### config.mk
export PLATFORM = sky130hd
export DESIGN_NAME = demux_1x8_tdm
export DESIGN_NICKNAME = d
export VERILOG_FILES = /design/src/rtl/demux_1x8_tdm.sv
export SDC_FILE = /design/constraint.sdc
export NUM_CORES = 1
export LEC_CHECK = 0
export BUFFER_PORTS_ARGS = -buffer_cell sky130_fd_sc_hd__clkbuf_2
export CAP_MARGIN = 20
export CORE_UTILIZATION = 57
export CTS_CLUSTER_DIAMETER = 60
export CTS_CLUSTER_SIZE = 25
export DETAILED_ROUTE_END_ITERATION = 12
export PLACE_DENSITY_LB_ADDON = 0.08
export SYNTH_ARGS = -nofsm -noshare
export SYNTH_HDL_FRONTEND = slang
export SYNTH_SLANG_ARGS = --single-unit
### constraint.sdc
create_clock -name clk -period 3.9 [get_ports clk]
set_input_delay 0.195 -clock clk [delete_from_list [all_inputs] [get_ports clk]]
set_output_delay 0.195 -clock clk [all_outputs]
set_load 0.01 [all_outputs]
### src/rtl/demux_1x8_tdm.sv
// Receive end of the 8:1 TDM link: collects one slot word per enabled cycle and
// publishes whole frames on dout. Define DEMUX_SYNC_ERR_EN to enable sync_err.
module demux_1x8_tdm #(
   parameter  int SLOTS = 8,
   parameter  int WIDTH = 1,
   localparam int CW    = $clog2(SLOTS)
) (
   input  logic                   clk,
   input  logic                   rst_n,
   input  logic                   en,
   input  logic                   frame_sync,
   input  logic [WIDTH-1:0]       din,
   output logic [SLOTS*WIDTH-1:0] dout,
   output logic                   frame_valid,
   output logic                   locked,
   output logic [CW-1:0]          slot_idx,
   output logic                   sync_err
);

   typedef enum logic {
      HUNT   = 1'b0,
      LOCKED = 1'b1
   } state_t;

   localparam logic [CW-1:0] LAST_SLOT = CW'(SLOTS - 1);

   state_t                 state, state_nxt;
   logic [CW-1:0]          slot_nxt;
   logic [SLOTS*WIDTH-1:0] shadow, shadow_nxt;
   logic [SLOTS*WIDTH-1:0] dout_nxt;
   logic                   fv_nxt;
`ifdef DEMUX_SYNC_ERR_EN
   logic                   err_nxt;
   logic                   err_q;
`endif

   always_comb begin
      state_nxt  = state;
      slot_nxt   = slot_idx;
      shadow_nxt = shadow;
      dout_nxt   = dout;
      fv_nxt     = 1'b0;
`ifdef DEMUX_SYNC_ERR_EN
      err_nxt    = 1'b0;
`endif
      if (en) begin
         unique case (state)
            HUNT: begin
               if (frame_sync) begin
                  shadow_nxt[WIDTH-1:0] = din;
                  slot_nxt              = CW'(1);
                  state_nxt             = LOCKED;
               end
            end
            LOCKED: begin
               if (frame_sync) begin
                  // sync mid-frame drops the partial frame; dout is left untouched
                  shadow_nxt[WIDTH-1:0] = din;
                  slot_nxt              = CW'(1);
`ifdef DEMUX_SYNC_ERR_EN
                  err_nxt               = (slot_idx != '0);
`endif
               end else begin
                  for (int unsigned i = 0; i < SLOTS; i++) begin
                     if (slot_idx == CW'(i)) shadow_nxt[i*WIDTH +: WIDTH] = din;
                  end
                  slot_nxt = slot_idx + 1'b1;
                  if (slot_idx == LAST_SLOT) begin
                     dout_nxt = shadow_nxt;
                     fv_nxt   = 1'b1;
                  end
`ifdef DEMUX_SYNC_ERR_EN
                  err_nxt = (slot_idx == '0);
`endif
               end
            end
            default: state_nxt = HUNT;
         endcase
      end
   end

   always_ff @(posedge clk or negedge rst_n) begin
      if (!rst_n) begin
         state       <= HUNT;
         slot_idx    <= '0;
         shadow      <= '0;
         dout        <= '0;
         frame_valid <= 1'b0;
      end else begin
         state       <= state_nxt;
         slot_idx    <= slot_nxt;
         shadow      <= shadow_nxt;
         dout        <= dout_nxt;
         frame_valid <= fv_nxt;
      end
   end

`ifdef DEMUX_SYNC_ERR_EN
   always_ff @(posedge clk or negedge rst_n) begin
      if (!rst_n) err_q <= 1'b0;
      else        err_q <= err_nxt;
   end
   assign sync_err = err_q;
`else
   assign sync_err = 1'b0;
`endif

   assign locked = (state == LOCKED);

endmodule

# --- Yosys cells after proc, flatten, opt, wreduce, memory -nomap -nowiden ---
# Cells that the tools add are included.
classes:
  n_eq_ne: 8
  reduce_logical: 4
  mul: 0
  n_lt_le_gt_ge: 0
  n_bitwise: 2
  mux: 20
  shift: 0
  n_div: 0
  addsub: 1
op_table:
  columns: ["operator", "n"]
  rows:
  - ["$mux 1", 16]
  - ["$eq 3x3->1 const B", 4]
  - ["$eq 3x2->1 const B", 2]
  - ["$mux 3", 2]
  - ["$pmux 3 s2", 1]
  - ["$reduce_and 4->1", 1]
  - ["$add 3x1->3 const B", 1]
  - ["$eq 3x1->1 const B", 1]
  - ["$logic_not 3->1", 1]
  - ["$reduce_and 3->1", 1]
  - ["$ne 2x2->1 const B", 1]
  - ["$not 1->1", 2]
  - ["$pmux 1 s2", 1]
  - ["$reduce_and 2->1", 1]
word_totals:
  mem_bits_ro: 0
  mem_count: 0
  ramBits: 0
  input_bits: 5
  ff_bits: 21
  latch_bits: 0
  wordCells: 41
  out_inout_bits: 14

# --- Depth between registers and ports, before layout ---
depth:
  depth_word: 5
  ltp_mapped: 6
  ltp_nobuf: 6

# --- Least setup slack after synthesis ---
# Ideal clock, no wire load.
synth_timing:
  path_kind: "reg-to-reg"
  startpoint: "register slot_idx[0]"
  endpoint: "register shadow[0]"
  slack_ps: 2335
  stages_incl_launch_ff: 6
  required_ps: 3775
  setup_ps: 125
  arrival_ps: 1441
  period_less_slack_ps: 1565
  path_buffers: 0
  cell_sequence: "dfrtp_1 inv_1 ha_1 and3b_1 o21ai_0 mux2_2"
synth_between:
  elab_chain_len: 4
synth_rtl:
  columns: ["item", "line", "text"]
  rows:
  - ["start, declared", "16", "output logic [CW-1:0] slot_idx,"]
  - ["start signal, assigned", "91", "slot_idx <= slot_nxt;"]
  - ["$logic_not 3->1", "65", "if (slot_idx == CW'(i)) shadow_nxt[i*WIDTH +: WIDTH] = din;"]
  - ["$mux 1", "65", null]
  - ["$mux 1", "56", "if (frame_sync) begin"]
  - ["$pmux 1 s2", "47", "unique case (state)"]
  - ["end signal, assigned", "92", "shadow <= shadow_nxt;"]
  - ["end, declared", "29", "logic [SLOTS*WIDTH-1:0] shadow, shadow_nxt;"]
# Every way passes these cells.
# A chain may end at the register's enable or synchronous reset.

# --- Worst setup path in the final report ---
# Ends and elaborated chain as after synthesis.

==> results_dict.tcl <==
set metrics [dict create \
    outcome "completed" \
    drtIter0Drc 2 \
    place_congestion 0.730 \
    post_cts_buffers 0 \
    syn-num-nets 106 \
    setup_ws_ps 2260 \
    r2r_slack_ps 2260 \
    clock_skew_ps 2.47 \
    synth_top_family_by_area "simple AND/OR/NAND/NOR gates" \
    cpPeakStageDelay_ps 460 \
    layout_commonest_cell "dfrtp_1" \
    min-delay-start "frame_sync" \
    hold_viol 0 \
    initial_utilization_pct 61.1 \
    cts_tree "done" \
    via_count 693 \
    wl_per_cell_um 13.2 \
    die_y_um 45.3 \
    stdcell_count 135 \
    crit_chain "inv_1 -> ha_1 -> and3b_1 -> o21ai_0 -> mux2_2" \
    antenna_left 0 \
    post-place-cells 131 \
    dieWidth_um 45.3 \
    hp-class "in -> reg" \
    area_growth_pct 10.2 \
    pre_cts_slack_ps 2270 \
    grt_pass1_vias 629 \
    mappedNetlistArea_um2 1070 \
    worstPathArrival_ps 1830 \
    syn_avg_cell_area_um2 11.2 \
    wl_met2_um 862 \
    highest_layer "met4" \
    drtPass1Iterations 2 \
    critPathLaunch "slot_idx[0]" \
    cp_slowest_cell "dfrtp_1" \
    reg2reg_depth 5 \
    track_usage_pct 19.4 \
    drive_gt1_share_pct 29.1 \
    critPathBufInv 1 \
    worst_pin_slew_ps 502 \
    dr_wl_met3_um 45 \
    tns_ps 0 \
    antenna_cells 0 \
    final_cell_mix "dfrtp_1, clkbuf_2, nand2_1" \
    cts_sinks 20 \
    via_per_inst 5.13 \
    placed_area_um2 1140 \
    routed_wl_mm 1.78 \
    max_freq_mhz 610 \
    cts_root_buf "clkbuf_4" \
    whs_path_depth 2 \
    final_area_um2 1180 \
    synth_cells 95 \
    rows 15 \
    worstPathRequired_ps 4090 \
    powerDensity_nw_per_um2 472 \
    clk_path_buf_depth 2 \
    ys_warn_count 0 \
    io_buffers 17 \
    rsz0062_at_grt "false" \
    grt_max_degree 21 \
    ir_drop_v 0.000243 \
    ys_seq_area_share_pct 46.9 \
    p_leak_nw 0.639 \
    die_area_um2 2050 \
    setup_viol 0 \
    crit_path_max_fanout 7 \
    maxSlewHeadroom_pct 66.5 \
    finalCritPeriodShare_pct 42.0 \
    cts.clk_slew.worst_paths_ps 100 \
    drt-met1-wl_um 853 \
    ys_ff_latch 20 \
    clock_latency_ps 290 \
    critical_path_class "reg -> reg" \
    drv_cap 0 \
    synth-compound-area-share_pct 8.56 \
    pin_count 19 \
    yosys.area_share.simple_pct 16.3 \
    cp_top_family "flip-flops" \
    fin_util_pct 67.4 \
    layout.nets 123 \
    startpoint_type "register" \
    synthAdderAreaFrac_pct 7.03 \
    grt-ovfl-total 0 \
    hold_end "slot_idx[1]" \
    grt_pass1_wl_mm 2.78 \
    synth_xor_area_share_pct 0 \
    htree_levels 1 \
    drcViolationCount 0 \
    muxShareOfSynthArea_pct 15.4 \
    dp_hpwl_mm 1.23 \
    antenna_found_initial 0 \
    worstSetupEndpointType "register" \
    r2r-end "shadow[0]" \
    synth.distinct_cells 25 \
    reg2reg_from "slot_idx[0]" \
    finalMaxSlewViolations 0 \
    finalCriticalPeriod_ps 1640 \
    coreArea_um2 1750 \
    numCtsBuffers 3 \
]
## how the worst max path moves through the flow
stage | end | slack (ps) | cells past startpoint
2_1_floorplan | shadow[0] | 2330 | 5
3_3_place_gp | shadow[0] | 2360 | 5
4_1_cts | shadow[0] | 2250 | 5
3_5_place_dp | shadow[0] | 2270 | 5
5_1_grt | shadow[0] | 2140 | 5
6_report | shadow[0] | 2260 | 5
## registers in the layout, summed over array words and instances (netlist names)
signal and count:
frame_valid 1, locked 1, dout 8, slot_idx 3
shadow 7
## routing by layer
layer,global-route usage [%],vias to the layer above
met5,0,-
met3,4.00,2
met1,25.2,324
li1,-,352
met4,9.70,0
met2,30.7,15
## cells by family after synthesis
kind of cell             count (synthesis)
buffers and inverters                   11
other                                    1
AO/OA/AOI/OAI                           15
flip-flops                              20
adder cells (fa/ha/maj)                  6
multiplexers                            14
AND/OR/NAND/NOR                         28
## power by group
group          internal, W  leakage (nW)  switching (W)
registers         0.000258         0.258      0.0000370
clock network    0.0000359        0.0138      0.0000572
logic            0.0000896         0.367      0.0000772
## through the flow
stage	hold slack [ps]	power (W)
6_report	194	0.000555
2_1_floorplan	-101	0.000415
5_1_grt	188	0.000595
4_1_cts	183	0.000562
3_5_place_dp	183	0.000467
3_3_place_gp	181	0.000458
## cells in the mapped netlist
| cell type | number | area, µm² |
|---|---|---|
| dfrtp_1 | 20 | 500 |
| nand2_1 | 16 | 60.1 |
| o21ai_0 | 9 | 45.0 |
| mux2i_1 | 7 | 70.1 |
| ha_1 | 6 | 75.1 |
| inv_1 | 5 | 18.8 |
| mux2_4 | 4 | 60.1 |
| mux2_2 | 3 | 33.8 |
| nand2b_1 | 3 | 18.8 |
| nand3_2 | 3 | 30.0 |
| buf_2 | 2 | 10.0 |
| buf_4 | 2 | 15.0 |
| nand3_1 | 2 | 10.0 |
| o21a_1 | 2 | 15.0 |
| a21o_1 | 1 | 7.51 |
| a22o_1 | 1 | 8.76 |
| and3b_1 | 1 | 8.76 |
| and3b_2 | 1 | 10.0 |
| and4bb_1 | 1 | 12.5 |
| buf_6 | 1 | 11.3 |
| clkbuf_1 | 1 | 3.75 |
| conb_1 | 1 | 3.75 |
| nand4b_4 | 1 | 23.8 |
| o22a_1 | 1 | 8.76 |
| o22ai_1 | 1 | 6.26 |
## final cells by class
class | instances | area, µm²
Fill cell | 152 | 569
Clock buffer | 3 | 22.5
Timing Repair Buffer | 18 | 95.1
Tap cell | 25 | 31.3
Inverter | 5 | 18.8
Sequential cell | 20 | 500
Multi-Input combinational cell | 64 | 508
## repair_timing
action / CTS / global route
endpoints found under the setup margin: 0 / 0
resized for setup: 0 / 0
endpoints found under the hold margin: 20 / 0
hold buffers: 1 / 0
Note: power is estimated with default switching activity, not from simulation.
